--- config.mk ---
export PLATFORM = sky130hd
export DESIGN_NAME = seg7_code_decoder
export DESIGN_NICKNAME = d
export VERILOG_FILES = /design/src/rtl/seg7_code_decoder.sv
export SDC_FILE = /design/constraint.sdc
export NUM_CORES = 1
export LEC_CHECK = 0
export BUFFER_PORTS_ARGS = -buffer_cell sky130_fd_sc_hd__clkbuf_2
export CAP_MARGIN = 5
export CORE_MARGIN = 2
export CORE_UTILIZATION = 40
export DETAILED_ROUTE_END_ITERATION = 10
export PLACE_DENSITY = 0.56
export REMOVE_ABC_BUFFERS = 1
export SYNTH_ARGS = -nofsm -noshare
export SYNTH_HDL_FRONTEND = slang
export SYNTH_SLANG_ARGS = --single-unit
--- constraint.sdc ---
create_clock -name clk_i -period 2.63 [get_ports clk_i]
set_input_delay 0.526 -clock clk_i [delete_from_list [all_inputs] [get_ports clk_i]]
set_output_delay 0.526 -clock clk_i [all_outputs]
set_load 0.1 [all_outputs]
--- src/rtl/seg7_code_decoder.sv ---
// Debounced 7-segment pattern decoder: recovers digit index, one-hot and legality from an active-low seg bus.
// Define SEG_ERR_CNT_EN to build the saturating err_cnt_o register; otherwise err_cnt_o is tied to zero.
module seg7_code_decoder #(
    parameter int unsigned STABLE_CYCLES = 4,
    parameter int unsigned CNT_W         = 8
) (
    input  logic             clk_i,
    input  logic             rst_i,
    input  logic             en_i,
    input  logic [6:0]       seg_i,
    output logic [2:0]       y_o,
    output logic [7:0]       x_o,
    output logic             flag_o,
    output logic             valid_o,
    output logic             err_o,
    output logic [CNT_W-1:0] err_cnt_o
);

    typedef enum logic [1:0] {
        IDLE   = 2'd0,
        SETTLE = 2'd1,
        LOCKED = 2'd2
    } state_t;

    localparam logic [7:0] STABLE_N = 8'(STABLE_CYCLES);
    localparam logic       ONE_SHOT = (STABLE_CYCLES == 1);

    logic [6:0] seg_s1_q;
    logic [6:0] seg_s2_q;
    state_t     state_q;
    logic [6:0] cand_q;
    logic [7:0] cnt_q;
    logic [2:0] y_q;
    logic [7:0] x_q;
    logic       flag_q;
    logic       valid_q;
    logic       err_q;

    logic       dec_legal;
    logic [2:0] dec_code;
    logic       mismatch;
    logic       accept_d;

    // seg_i is asynchronous to clk_i; only seg_s2_q is used past this point
    always_ff @(posedge clk_i or posedge rst_i) begin
        if (rst_i) begin
            seg_s1_q <= '0;
            seg_s2_q <= '0;
        end else begin
            seg_s1_q <= seg_i;
            seg_s2_q <= seg_s1_q;
        end
    end

    always_comb begin
        dec_legal = 1'b1;
        dec_code  = 3'd0;
        case (seg_s2_q)
            7'b1000000: dec_code = 3'd0;
            7'b1111001: dec_code = 3'd1;
            7'b0100100: dec_code = 3'd2;
            7'b0110000: dec_code = 3'd3;
            7'b0011001: dec_code = 3'd4;
            7'b0010010: dec_code = 3'd5;
            7'b0000010: dec_code = 3'd6;
            7'b1111000: dec_code = 3'd7;
            default:    dec_legal = 1'b0;
        endcase
    end

    assign mismatch = (seg_s2_q != cand_q);

    // The sample being accepted is always seg_s2_q: either it matches cand_q or it reloads it
    always_comb begin
        accept_d = 1'b0;
        if (en_i) begin
            case (state_q)
                IDLE:    accept_d = ONE_SHOT;
                SETTLE:  accept_d = mismatch ? ONE_SHOT : ((cnt_q + 8'd1) == STABLE_N);
                LOCKED:  accept_d = mismatch && ONE_SHOT;
                default: accept_d = 1'b0;
            endcase
        end
    end

    always_ff @(posedge clk_i or posedge rst_i) begin
        if (rst_i) begin
            state_q <= IDLE;
            cand_q  <= '0;
            cnt_q   <= '0;
            y_q     <= '0;
            x_q     <= '0;
            flag_q  <= 1'b0;
            valid_q <= 1'b0;
            err_q   <= 1'b0;
        end else if (!en_i) begin
            state_q <= IDLE;
            y_q     <= '0;
            x_q     <= '0;
            flag_q  <= 1'b0;
            valid_q <= 1'b0;
            err_q   <= 1'b0;
        end else begin
            valid_q <= 1'b0;
            err_q   <= 1'b0;
            case (state_q)
                IDLE: begin
                    cand_q  <= seg_s2_q;
                    cnt_q   <= 8'd1;
                    state_q <= accept_d ? LOCKED : SETTLE;
                end
                SETTLE: begin
                    if (mismatch) begin
                        cand_q <= seg_s2_q;
                        cnt_q  <= 8'd1;
                    end else begin
                        cnt_q  <= cnt_q + 8'd1;
                    end
                    if (accept_d) state_q <= LOCKED;
                end
                LOCKED: begin
                    if (mismatch) begin
                        cand_q  <= seg_s2_q;
                        cnt_q   <= 8'd1;
                        state_q <= accept_d ? LOCKED : SETTLE;
                    end
                end
                default: state_q <= IDLE;
            endcase
            if (accept_d) begin
                valid_q <= 1'b1;
                if (dec_legal) begin
                    y_q    <= dec_code;
                    x_q    <= 8'b1 << dec_code;
                    flag_q <= 1'b1;
                end else begin
                    y_q    <= '0;
                    x_q    <= '0;
                    flag_q <= 1'b0;
                    err_q  <= 1'b1;
                end
            end
        end
    end

`ifdef SEG_ERR_CNT_EN
    logic [CNT_W-1:0] err_cnt_q;

    always_ff @(posedge clk_i or posedge rst_i) begin
        if (rst_i) begin
            err_cnt_q <= '0;
        end else if (accept_d && !dec_legal && (err_cnt_q != {CNT_W{1'b1}})) begin
            err_cnt_q <= err_cnt_q + {{(CNT_W-1){1'b0}}, 1'b1};
        end
    end

    assign err_cnt_o = err_cnt_q;
`else
    assign err_cnt_o = '0;
`endif

    assign y_o     = y_q;
    assign x_o     = x_q;
    assign flag_o  = flag_q;
    assign valid_o = valid_q;
    assign err_o   = err_q;

endmodule

-- Yosys cells after proc, flatten, opt, wreduce, memory -nomap -nowiden
Cells that the tools add are included.
- register bits: 45
- output and inout bits: 22
- word-level logic and storage cells: 66
- add/subtract/negate cells: 1
- eq/ne operators: 17
- shift-type cells: 1
- mux-type cells: 29
- reduce and logical (&&, ||, !) cells: 8
- operators with widths (kind ; count):
    $mux W8 ; 5
    $pmux W8 S3 ; 1
    $eq A7 B7 Y1 const B ; 3
    $pmux W3 S7 ; 1
    $eq A7 B5 Y1 const B ; 2
    $eq A7 B6 Y1 const B ; 2
    $pmux W7 S2 ; 1
    $mux W1 ; 12
    $mux W3 ; 3
    $add A8 B1 Y8 const B ; 1
    $eq A8 B3 Y1 const B ; 1
    $mux W2 ; 4
    $reduce_or A8 Y1 ; 1
    $shl A1 B3 Y8 const A ; 1
    $eq A7 B2 Y1 const B ; 1
    $mux W7 ; 1
    $ne A7 B7 Y1 ; 1
    $ne A3 B3 Y1 const B ; 2
    $pmux W2 S3 ; 1
    $reduce_and A3 Y1 ; 2
    $ne A2 B1 Y1 const B ; 2
    $reduce_bool A3 Y1 ; 1
    $eq A2 B1 Y1 const B ; 1
    $eq A2 B2 Y1 const B ; 1
    other kinds (5) ; 5

-- Depth between registers and ports, before layout
Gate-level depths: netlist (run 1).
- word-level depth: 9
- depth in mapped cells: 8
- gate-level depth less buffers: 7

-- Worst setup path before layout (run 1)
Ideal clock, no wire load.
- path kind: reg-to-reg
- from: register cnt_q[0]
- to: register x_q[4] (netlist: x_o[4])
- library setup time: 77 ps
- arrival time: 1947 ps
- required time: 2553 ps
- path slack: 605 ps
- stages on the path, launching flop included: 8
- buffers on the path: 1
- period minus slack after synthesis: 2025 ps
- cells stage by stage: dfrtp_1 > ha_1 > clkbuf_1 > xnor2_1 > nand4_1 > a2111o_1 > or3_1 > a21oi_1
- cells in the longest elaborated chain, start to end: 6
- RTL lines (item ; line ; RTL):
    start, declared ; 32 ; logic [7:0] cnt_q;
    start signal, assigned ; 117 ; cnt_q <= cnt_q + 8'd1;
    $add A8 B1 Y8 ; 79 ; SETTLE: accept_d = mismatch ? ONE_SHOT : ((cnt_q + 8'd1) == STABLE_N);
    $eq A8 B3 Y1 ; 79 ;
    $mux W1 ; 79 ;
    $mux W1 ; 77 ; case (state_q)
    $mux W1 ; 76 ; if (en_i) begin
    $ne A2 B1 Y1 (no source line) ; -- ;
    end signal, assigned ; 134 ; x_q <= 8'b1 << dec_code;
    end, declared ; 34 ; logic [7:0] x_q;
Every way passes these cells.
A chain may end at the register's enable or synchronous reset.

-- Worst setup path in the final report (run 1)
Ends and elaborated chain as after synthesis.

==> flow_metrics.env, run 1 <==
export IMPL_fin_skew_ns=0.00506
export IMPL_final_common_cell="dfrtp_1"
export IMPL_wl_per_cell_um=13.9
export IMPL_grt_pass1_wl_um=7460
export IMPL_synth_area_top_cells="dfrtp_1 (48%), xnor2_1 (4.5%), a21oi_1 (3.4%), mux2_2 (3.4%), ha_1 (3.2%)"
export IMPL_switchingPower_w=0.000387
export IMPL_vdd_drop_max_mv=0.278
export IMPL_max_slew_margin_pct=40.4
export IMPL_drive_above_1_share_pct=19.8
export IMPL_p_sw_share_pct=26.5
export IMPL_cap_violations=0
export IMPL_placed_area_um2=2490
export IMPL_die_w_um=80.4
export IMPL_intPower_w=0.00107
export IMPL_cts_root_buffer="clkbuf_8"
export IMPL_max_freq_mhz=419
export IMPL_required_ns=2.85
export IMPL_synth_top_area_share_pct=48.3
export IMPL_grt_overflow=0
export IMPL_grt_pass1_vias=1545
export IMPL_cp_cell_sequence="ha_1 -> nor4b_1 -> o211ai_1 -> or3_1 -> a21oi_1"
export IMPL_cts_max_level=2
export IMPL_start_util_pct=41.9
export IMPL_synthToLayoutAreaGrowth_pct=11.4
export IMPL_final_max_slew_viol_count=0
export IMPL_fin_crit_sh_pct=90.7
export IMPL_power_leakage_nw=1.14
export IMPL_worstSetupStartpointType="flip-flop"
export IMPL_power_share_clock_pct=34.3
export IMPL_reg2reg_depth=5
export IMPL_cp_arrival_ns=2.61
export IMPL_hold_violations=0
export IMPL_gp_congestion=0.875
export IMPL_synth_distinct_cells=49
export IMPL_critPathBufInv=0
export IMPL_syn_avg_cell_area_um2=10.1
export IMPL_clk_latency_ns=0.29
export IMPL_critical_path_max_stage_delay_ns=0.50
export IMPL_diodes=0
export IMPL_grt_setup_unrepaired="false"
export IMPL_power_share_sequential_pct=51.8
export IMPL_ios=32
export IMPL_setup_tns_ns=0
export IMPL_power_density_nw_per_um2=561
export IMPL_die_h_um=80.4
export IMPL_r2r_end="x_o[4]"
export IMPL_cpLargestDelayFamily="simple AND/OR/NAND/NOR gates"
export IMPL_port_buffers=23
export IMPL_post_route_min_period_ns=2.38
export IMPL_fin_area_um2=2600
export IMPL_cts_buffer_depth=2
export IMPL_syn_cell_area_um2=2330
export IMPL_core_rowCount=27
export IMPL_grtUsageTotal_pct=14.9
export IMPL_synth_ff_type="dfrtp_1"
export IMPL_comb_power_share_pct=13.9
export IMPL_antenna_found_initial=0
export IMPL_critPathSlowestCell="or3_1"
export IMPL_ant_nets=0
export IMPL_end_kind="flip-flop"
export IMPL_die_area_um2=6460
export IMPL_nets=268
export IMPL_drt_iter0_drc=61
export IMPL_ys_seq_area_share_pct=48.3
export IMPL_yosysTopAreaCell="dfrtp_1"
export IMPL_tightest_slew_ns=0.889
export IMPL_dp_hpwl_um=3310
export IMPL_utilization_pct=46.6
export IMPL_setup_viol=0
export IMPL_synth_enable_flop_cells=0
export IMPL_r2r_start="cnt_q[0]"
export IMPL_drc_errors=0
export IMPL_ys_warn_count=0
export IMPL_cp_max_fo=14
export IMPL_via_count=1712
export IMPL_avgViaCountPerCell=5.28
export IMPL_critPathKind="flip-flop to flip-flop"
export IMPL_cts_hold_buffers=0
export IMPL_cts_buffers=5
export IMPL_cts_tree="done"
export IMPL_clock_sinks=45
export IMPL_outcome="completed"
export IMPL_routed_wirelength_um=4490
export IMPL_clk_pin_slew_ns=0.08
export IMPL_final_cell_mix="dfrtp_1 (45), clkbuf_2 (23), a21oi_1 (16)"
export IMPL_worstHoldPathType="primary input to asynchronous set/reset pin"
export IMPL_postCtsResizedCells=0
export IMPL_syn_inst=230
export IMPL_core_area_um2=5570
export IMPL_grt_max_degree=19
export IMPL_drtPass1Iterations=4
export IMPL_yosys_register_bits=45
export IMPL_r2r_slack_ns=0.25
export IMPL_cts_setup_buffers=0
export IMPL_async_flop_share_pct=100
-- worst max-delay path by stage --
stage                         from         end  slack (ns)  cells past startpoint
after floorplan           cnt_q[3]      flag_o        0.35                      5
after global placement    cnt_q[0]  state_q[1]        0.44                      5
after detailed placement  cnt_q[0]      x_o[4]        0.35                      5
after CTS                 cnt_q[0]      x_o[4]        0.33                      5
after global routing      cnt_q[0]      x_o[4]        0.12                      5
final                     cnt_q[0]      x_o[4]        0.25                      5
-- stage by stage --
stage               std cells  hold WS (ns)  setup slack [ns]  total power [W]
floorplan                 214         0.331             0.353         0.000926
global placement          317         0.333             0.442         0.000972
detailed placement        317         0.335             0.350         0.000973
CTS                       324         0.161             0.331          0.00148
global route              324         0.173             0.117          0.00153
finish                    324         0.157             0.245          0.00146
-- sequential cells by signal (all words and copies together), names as in the netlist --
| signal | cells |
|---|---|
| cand_q | 7 |
| cnt_q | 8 |
| err_o | 1 |
| flag_o | 1 |
| seg_s1_q | 7 |
| seg_s2_q | 7 |
| state_q | 2 |
| valid_o | 1 |
| x_o | 8 |
| y_o | 3 |
-- power by group through the flow --
| stage | combinational [W] | clock [W] | sequential [W] |
|---|---|---|---|
| 2_1_floorplan | 0.000163 | 0 | 0.000763 |
| 3_5_place_dp | 0.000204 | 0 | 0.000769 |
| 4_1_cts | 0.000205 | 0.000516 | 0.000755 |
| 5_1_grt | 0.000222 | 0.000549 | 0.000761 |
| 3_3_place_gp | 0.000203 | 0 | 0.000768 |
| 6_report | 0.000203 | 0.000501 | 0.000755 |
-- final cells by class --
class,count,area (µm²)
repair buffers,31,175
clock inverters,2,35.0
inverters,7,26.3
clock buffers,5,68.8
multi-input cells,162,1080
flip-flops and latches,45,1130
fillers,535,2980
well taps,72,90.1
-- layer usage --
layer	part of all wire [%]	global-route usage, %
met1	51	21.8
met2	45	21.8
met3	3.8	3.37
met4	0.87	4.58
met5	0	0
-- cell usage after synthesis (3+ instances only) --
| master | number |
|---|---|
| a21oi_1 | 16 |
| a22o_1 | 3 |
| buf_2 | 5 |
| buf_4 | 8 |
| clkbuf_1 | 8 |
| dfrtp_1 | 45 |
| ha_1 | 6 |
| inv_1 | 7 |
| mux2_2 | 7 |
| mux2i_1 | 4 |
| nand2_1 | 12 |
| nand2b_1 | 3 |
| nand3_1 | 13 |
| nand4_1 | 7 |
| nor2_1 | 9 |
| nor3_1 | 6 |
| nor3b_1 | 3 |
| nor4_1 | 3 |
| o21ai_0 | 13 |
| or3_1 | 5 |
| xnor2_1 | 12 |
-- logic make-up (layout without fill, tap and decap cells) --
| group | after synthesis | in the layout | share of synthesized area [%] |
|---|---|---|---|
| compound gates | 48 | 48 | 13.0 |
| xor+xnor | 13 | 13 | 4.88 |
| fa+ha+maj | 6 | 6 | 3.22 |
| buf+inv | 30 | 45 | 6.70 |
| flops | 45 | 45 | 48.3 |
| mux | 11 | 11 | 5.09 |
| other cells | 1 | 8 | 0.161 |
| simple gates | 76 | 76 | 18.7 |
(Power assumes the default switching activity.)
==> inputs of run 2 (changes only) <==
Settings changed: PLACE_DENSITY 0.56 to 0.58.
Clock period 2.63 ns to 2.1 ns, I/O delays scaled along.
==> run 2 against run 1 <==
  * Design area increased by 5.0%
  * Critical path depth increased by 1
  * Global-route usage increased by 0.70 points
  * Routed wire length increased by 2.0%
  * Clock power increased by 10%
  * Largest cell class unchanged
  * Flip-flop and latch count unchanged
==> flow_metrics.env, run 2 (synthesis results as in run 1) <==
export IMPL_outcome="completed"
export IMPL_port_buffers=23
export IMPL_die_area_um2=6460
export IMPL_die_w_um=80.4
export IMPL_dp_hpwl_um=3370
export IMPL_worstHoldPathType="primary input to asynchronous set/reset pin"
export IMPL_cp_max_fo=6
export IMPL_cts_buffer_depth=2
export IMPL_met3_usage_pct=4.04
export IMPL_max_slew_margin_pct=61.0
export IMPL_drt_iter0_drc=77
export IMPL_diodes=0
export IMPL_required_ns=2.33
export IMPL_met1_usage_pct=22.6
export IMPL_cp_cell_sequence="ha_2 -> xnor2_2 -> nand4_1 -> a2111o_1 -> or3_1 -> a21oi_1"
export IMPL_drtPass1Iterations=4
export IMPL_gp_congestion=0.790
export IMPL_antenna_found_initial=0
export IMPL_fin_area_um2=2730
export IMPL_post_route_min_period_ns=1.99
export IMPL_cts_tree="done"
export IMPL_intPower_w=0.00125
export IMPL_power_leakage_nw=1.20
export IMPL_cts_buffers=5
export IMPL_grt_pass1_wl_um=7730
export IMPL_power_share_sequential_pct=52.8
export IMPL_die_h_um=80.4
export IMPL_end_kind="flip-flop"
export IMPL_critPathBufInv=0
export IMPL_cpLargestDelayFamily="compound AO/OA/AOI/OAI gates"
export IMPL_clock_sinks=45
export IMPL_cts_root_buffer="clkbuf_8"
export IMPL_comb_power_share_pct=16.1
export IMPL_placed_area_um2=2620
export IMPL_clk_pin_slew_ns=0.09
export IMPL_core_area_um2=5570
export IMPL_synthToLayoutAreaGrowth_pct=16.9
export IMPL_drive_above_1_share_pct=25.8
export IMPL_avgViaCountPerCell=5.15
export IMPL_grt_max_degree=27
export IMPL_fin_skew_ns=0.00530
export IMPL_clk_latency_ns=0.31
export IMPL_grt_overflow=0
export IMPL_p_sw_share_pct=29.5
export IMPL_start_util_pct=41.9
export IMPL_critPathKind="flip-flop to flip-flop"
export IMPL_hold_slack_ns=0.150
export IMPL_final_common_cell="dfrtp_1"
export IMPL_ant_nets=0
export IMPL_routed_wirelength_um=4580
export IMPL_power_share_clock_pct=31.1
export IMPL_cts_max_level=2
export IMPL_max_freq_mhz=503
export IMPL_critical_path_max_stage_delay_ns=0.46
export IMPL_final_max_slew_viol_count=0
export IMPL_wl_per_cell_um=13.5
export IMPL_cts_hold_buffers=0
export IMPL_setup_viol=0
export IMPL_ios=32
export IMPL_switchingPower_w=0.000522
export IMPL_worstSetupStartpointType="flip-flop"
export IMPL_core_rowCount=27
export IMPL_fin_crit_sh_pct=94.6
export IMPL_cap_violations=0
export IMPL_utilization_pct=48.9
export IMPL_via_count=1745
export IMPL_dp_cells=330
export IMPL_hold_violations=0
export IMPL_power_density_nw_per_um2=649
export IMPL_vdd_drop_max_mv=0.406
export IMPL_instances_no_fill=339
export IMPL_critPathSlowestCell="a2111o_1"
export IMPL_drc_errors=0
export IMPL_grtUsageTotal_pct=15.6
export IMPL_final_cell_mix="dfrtp_1 (43), clkbuf_2 (23), buf_4 (20)"
export IMPL_cp_arrival_ns=2.22
export IMPL_tightest_slew_ns=0.585
export IMPL_grt_pass1_vias=1617
export IMPL_nets=282
export IMPL_met2_usage_pct=22.5
export IMPL_grt_busiest_layer="met1"
run 2: changes by cell type in the layout (fill, tap and decap cells not counted), moves of 2 or more:
cell     change
dfrtp_2      +2
dfrtp_1      -2
buf_4       +12
buf_12       +2
run 2: power by group through the flow:
stage | clock [W] | combinational, W | sequential, W
6_report | 0.000551 | 0.000284 | 0.000936
5_1_grt | 0.000599 | 0.000315 | 0.000942
4_1_cts | 0.000571 | 0.000289 | 0.000937
3_5_place_dp | 0 | 0.000288 | 0.000954
3_3_place_gp | 0 | 0.000284 | 0.000951
2_1_floorplan | 0 | 0.000204 | 0.000956
run 2: path summary, 6_finish.rpt:
| check | from | endpoint | slack (ns) | cells after the start |
|---|---|---|---|---|
| max | cnt_q[0] | state_q[1] | 0.11 | 6 |
| min | rst_i | cnt_q[4] | 0.15 | 2 |
| max reg2reg | cnt_q[0] | state_q[1] | 0.11 | 6 |
| min reg2reg | seg_s1_q[0] | seg_s2_q[0] | 0.36 | 0 |
| max in group asynchronous | rst_i | x_o[2] | 1.44 | 3 |
| min in group clk_i | seg_i[6] | seg_s1_q[6] | 0.22 | 1 |
run 2: timing repair:
action / CTS / global route
resized for setup: 0 / 5
endpoints found under the setup margin: 0 / 12
setup buffers: 0 / 1
run 2: layout make-up:
cell class                 count  area, µm²
clock buffer                   5       68.8
clock inverter                 3       21.3
fill                         551       2850
inverter                       7       26.3
multi-input combinational    162       1090
sequential                    45       1130
tap                           72       90.1
timing repair buffer          45        305
run 2: per-stage QoR:
stage | setup TNS, ns | total power (W) | worst slack, ns
after detailed placement | 0 | 0.00124 | 0.0911
after CTS | 0 | 0.00180 | 0.0867
after floorplan | -1.18 | 0.00116 | -0.177
final | 0 | 0.00177 | 0.113
after global placement | 0 | 0.00123 | 0.153
after global routing | -0.00486 | 0.00186 | -0.00486
run 2: routing by layer:
layer,share of wire (%),routed length (µm)
met1,50,2290
met2,45,2070
met3,3.3,152
met4,1.5,68
met5,0,0
==> inputs of run 3 (changes only) <==
Settings changed: ABC_AREA set to 1.
==> run 3 against run 2 <==
  * The run now ends with hold timing left
  * Worst setup slack better by 0.11 ns
  * Sequential power rose by 4.5%
  * Hold slack got worse by 0.15 ns
  * Design area decreased by 6.3%
  * Fmax grew 5.8%
  * Largest cell class unchanged
  * Largest power group unchanged
==> flow_metrics.env, run 3 <==
export IMPL_final_cell_mix="nand2_1 (81), dfrtp_1 (45), inv_1 (32)"
export IMPL_fin_skew_ns=0.00697
export IMPL_vdd_drop_max_mv=0.435
export IMPL_wl_per_cell_um=11.1
export IMPL_hold_slack_ns=-0.000323
export IMPL_clk_latency_ns=0.29
export IMPL_placed_area_um2=2460
export IMPL_comb_power_share_pct=16.7
export IMPL_drc_errors=0
export IMPL_power_leakage_nw=1.36
export IMPL_antenna_found_initial=0
export IMPL_yosys_register_bits=45
export IMPL_synth_commonest_cells="nand2_1 (81), dfrtp_1 (45), inv_1 (33), nor2_1 (20), nand3_1 (17)"
export IMPL_yosysTopAreaCell="dfrtp_1"
export IMPL_setup_viol=0
export IMPL_die_area_um2=6360
export IMPL_setup_slack_ns=0.221
export IMPL_cap_violations=0
export IMPL_avgViaCountPerCell=4.68
export IMPL_grtUsageTotal_pct=14.8
export IMPL_max_freq_mhz=532
export IMPL_setup_tns_ns=0
export IMPL_port_buffers=23
export IMPL_drtPass1Iterations=4
export IMPL_synth_top_area_share_pct=49.1
export IMPL_required_ns=2.29
export IMPL_max_slew_margin_pct=63.9
export IMPL_grt_max_degree=21
export IMPL_clk_pin_slew_ns=0.09
export IMPL_p_sw_share_pct=31.5
export IMPL_power_share_sequential_pct=53.7
export IMPL_cts_tree="done"
export IMPL_r2r_end="state_q[0]"
export IMPL_switchingPower_w=0.000574
export IMPL_fill_cells=545
export IMPL_crit_path_end="state_q[0]"
export IMPL_ios=32
export IMPL_drt_iter0_drc=69
export IMPL_grt_setup_unrepaired="false"
export IMPL_power_share_clock_pct=29.6
export IMPL_synth_enable_flop_cells=0
export IMPL_gp_congestion=0.884
export IMPL_reg2reg_depth=10
export IMPL_grt_overflow=0
export IMPL_die_h_um=79.7
export IMPL_power_density_nw_per_um2=712
export IMPL_drive_above_1_share_pct=17.2
export IMPL_end_kind="flip-flop"
export IMPL_synth_ff_type="dfrtp_1"
export IMPL_intPower_w=0.00125
export IMPL_critPathKind="flip-flop to flip-flop"
export IMPL_synth_area_top_cells="dfrtp_1 (49%), nand2_1 (13%), inv_1 (5.4%), nand3_1 (3.7%), ha_1 (3.3%)"
export IMPL_cts_buffer_depth=2
export IMPL_diodes=0
export IMPL_core_area_um2=5510
export IMPL_final_max_slew_viol_count=0
export IMPL_r2r_start="state_q[1]"
export IMPL_outcome="finished with violations"
export IMPL_via_count=1750
export IMPL_async_flop_share_pct=100
export IMPL_ant_nets=0
export IMPL_worstSetupStartpointType="flip-flop"
export IMPL_ys_seq_area_share_pct=49.1
export IMPL_startpoint="state_q[1]"
export IMPL_dpl_worst_slack_ns=0.172
export IMPL_syn_cell_area_um2=2290
export IMPL_cts_root_buffer="clkbuf_8"
export IMPL_fin_area_um2=2550
export IMPL_die_w_um=79.7
export IMPL_grt_pass1_wl_um=7360
export IMPL_r2r_slack_ns=0.22
export IMPL_nets=317
export IMPL_cp_arrival_ns=2.07
export IMPL_worstHoldPathType="primary input to asynchronous set/reset pin"
export IMPL_syn_inst=272
export IMPL_synth_most_common_cell="nand2_1"
export IMPL_start_util_pct=41.6
export IMPL_post_route_min_period_ns=1.88
export IMPL_dp_hpwl_um=3200
export IMPL_core_rowCount=27
export IMPL_cts_buffers=5
export IMPL_ys_warn_count=0
export IMPL_multiInputGateArea_um2=986
export IMPL_syn_avg_cell_area_um2=8.43
export IMPL_fin_crit_sh_pct=89.5
export IMPL_violations="hold timing"
export IMPL_hold_violations=1
export IMPL_cts_max_level=2
export IMPL_final_common_cell="nand2_1"
export IMPL_tightest_slew_ns=0.544
export IMPL_grt_pass1_vias=1603
export IMPL_cp_max_fo=13
export IMPL_routed_wirelength_um=4170
export IMPL_synthToLayoutAreaGrowth_pct=11.4
export IMPL_clock_sinks=45
export IMPL_synth_distinct_cells=31
export IMPL_seq_area_um2=1130
==> run 3: cell types whose count changed after synthesis, sizes merged, moves of 7 or more <==
cell,change
clkbuf,-7
mux2,-7
nand2,+72
nand3,+8
nor2,+18
xnor2,-11
inv,+27
a21oi,-16
==> run 3: kinds of logic (layout without fill, tap and decap cells) <==
| kind of cell | Yosys count | after routing | share of synthesized area, % |
|---|---|---|---|
| AOI/OAI and AO/OA | 22 | 22 | 5.29 |
| xor gates and xnor gates | 2 | 2 | 0.764 |
| adders and majority gates | 6 | 6 | 3.27 |
| buffers and inverters | 45 | 68 | 9.33 |
| DFF | 45 | 45 | 49.1 |
| other | 1 | 8 | 0.164 |
| and+or+nand+nor | 151 | 151 | 32.1 |
==> run 3: worst max-delay path: stages (launching register included) <==
cell and delay [ns]:
dfrtp_1 0.42, inv_1 0.09, ha_1 0.28, nand2_1 0.07
nand3b_1 0.15, nor2_1 0.14, nand3_2 0.17, nor2_8 0.22
nor2_4 0.10, nand4_1 0.09, nand2_1 0.05
==> run 3: worst min-delay path by stage <==
stage / slack (ns) / to / depth (start not counted) / from
3_5_place_dp: 0.33 / seg_s1_q[2] / 2 / rst_i
6_report: -0.0003 / state_q[1] / 2 / rst_i
3_3_place_gp: 0.33 / seg_s1_q[2] / 2 / rst_i
2_1_floorplan: 0.33 / seg_s2_q[0] / 0 / seg_s1_q[0]
4_1_cts: 0.002 / state_q[1] / 2 / rst_i
5_1_grt: 0.007 / state_q[1] / 2 / rst_i
==> run 3: power by group through the flow <==
stage | clock network, W | logic (W) | registers, W
finish | 0.000539 | 0.000303 | 0.000978
floorplan | 0 | 0.000247 | 0.000985
CTS | 0.000556 | 0.000309 | 0.000979
detailed placement | 0 | 0.000307 | 0.000996
global route | 0.000588 | 0.000350 | 0.000988
global placement | 0 | 0.000303 | 0.000994
==> run 3: repair_timing <==
item                                    CTS  global route
setup buffers                             0             0
endpoints found under the setup margin    0             1
hold buffers                              0             0
gates resized for setup                   0             1
==> run 3: per-layer routing <==
layer	GRT usage, %	wire [µm]	up-vias
met1	20.7	2040	803
met5	0	0	-
met2	23.4	1920	39
li1	-	-	904
met3	2.38	169	4
met4	5.17	39	0
==> run 3: final cells by class <==
class	count	share of cell area (%)
repair buffers	26	5.39
clock inverters	2	0.588
inverters	34	5.00
clock buffers	6	2.84
well taps	72	3.53
multi-input cells	189	38.6
flip-flops and latches	45	44.1
==> run 3: metrics by stage <==
stage,util [%],instances,power [W]
after detailed placement,44.7,366,0.00130
final,46.4,374,0.00182
after CTS,46.3,374,0.00184
after floorplan,-,268,0.00123
after global placement,44.7,366,0.00130
after global routing,46.4,374,0.00193
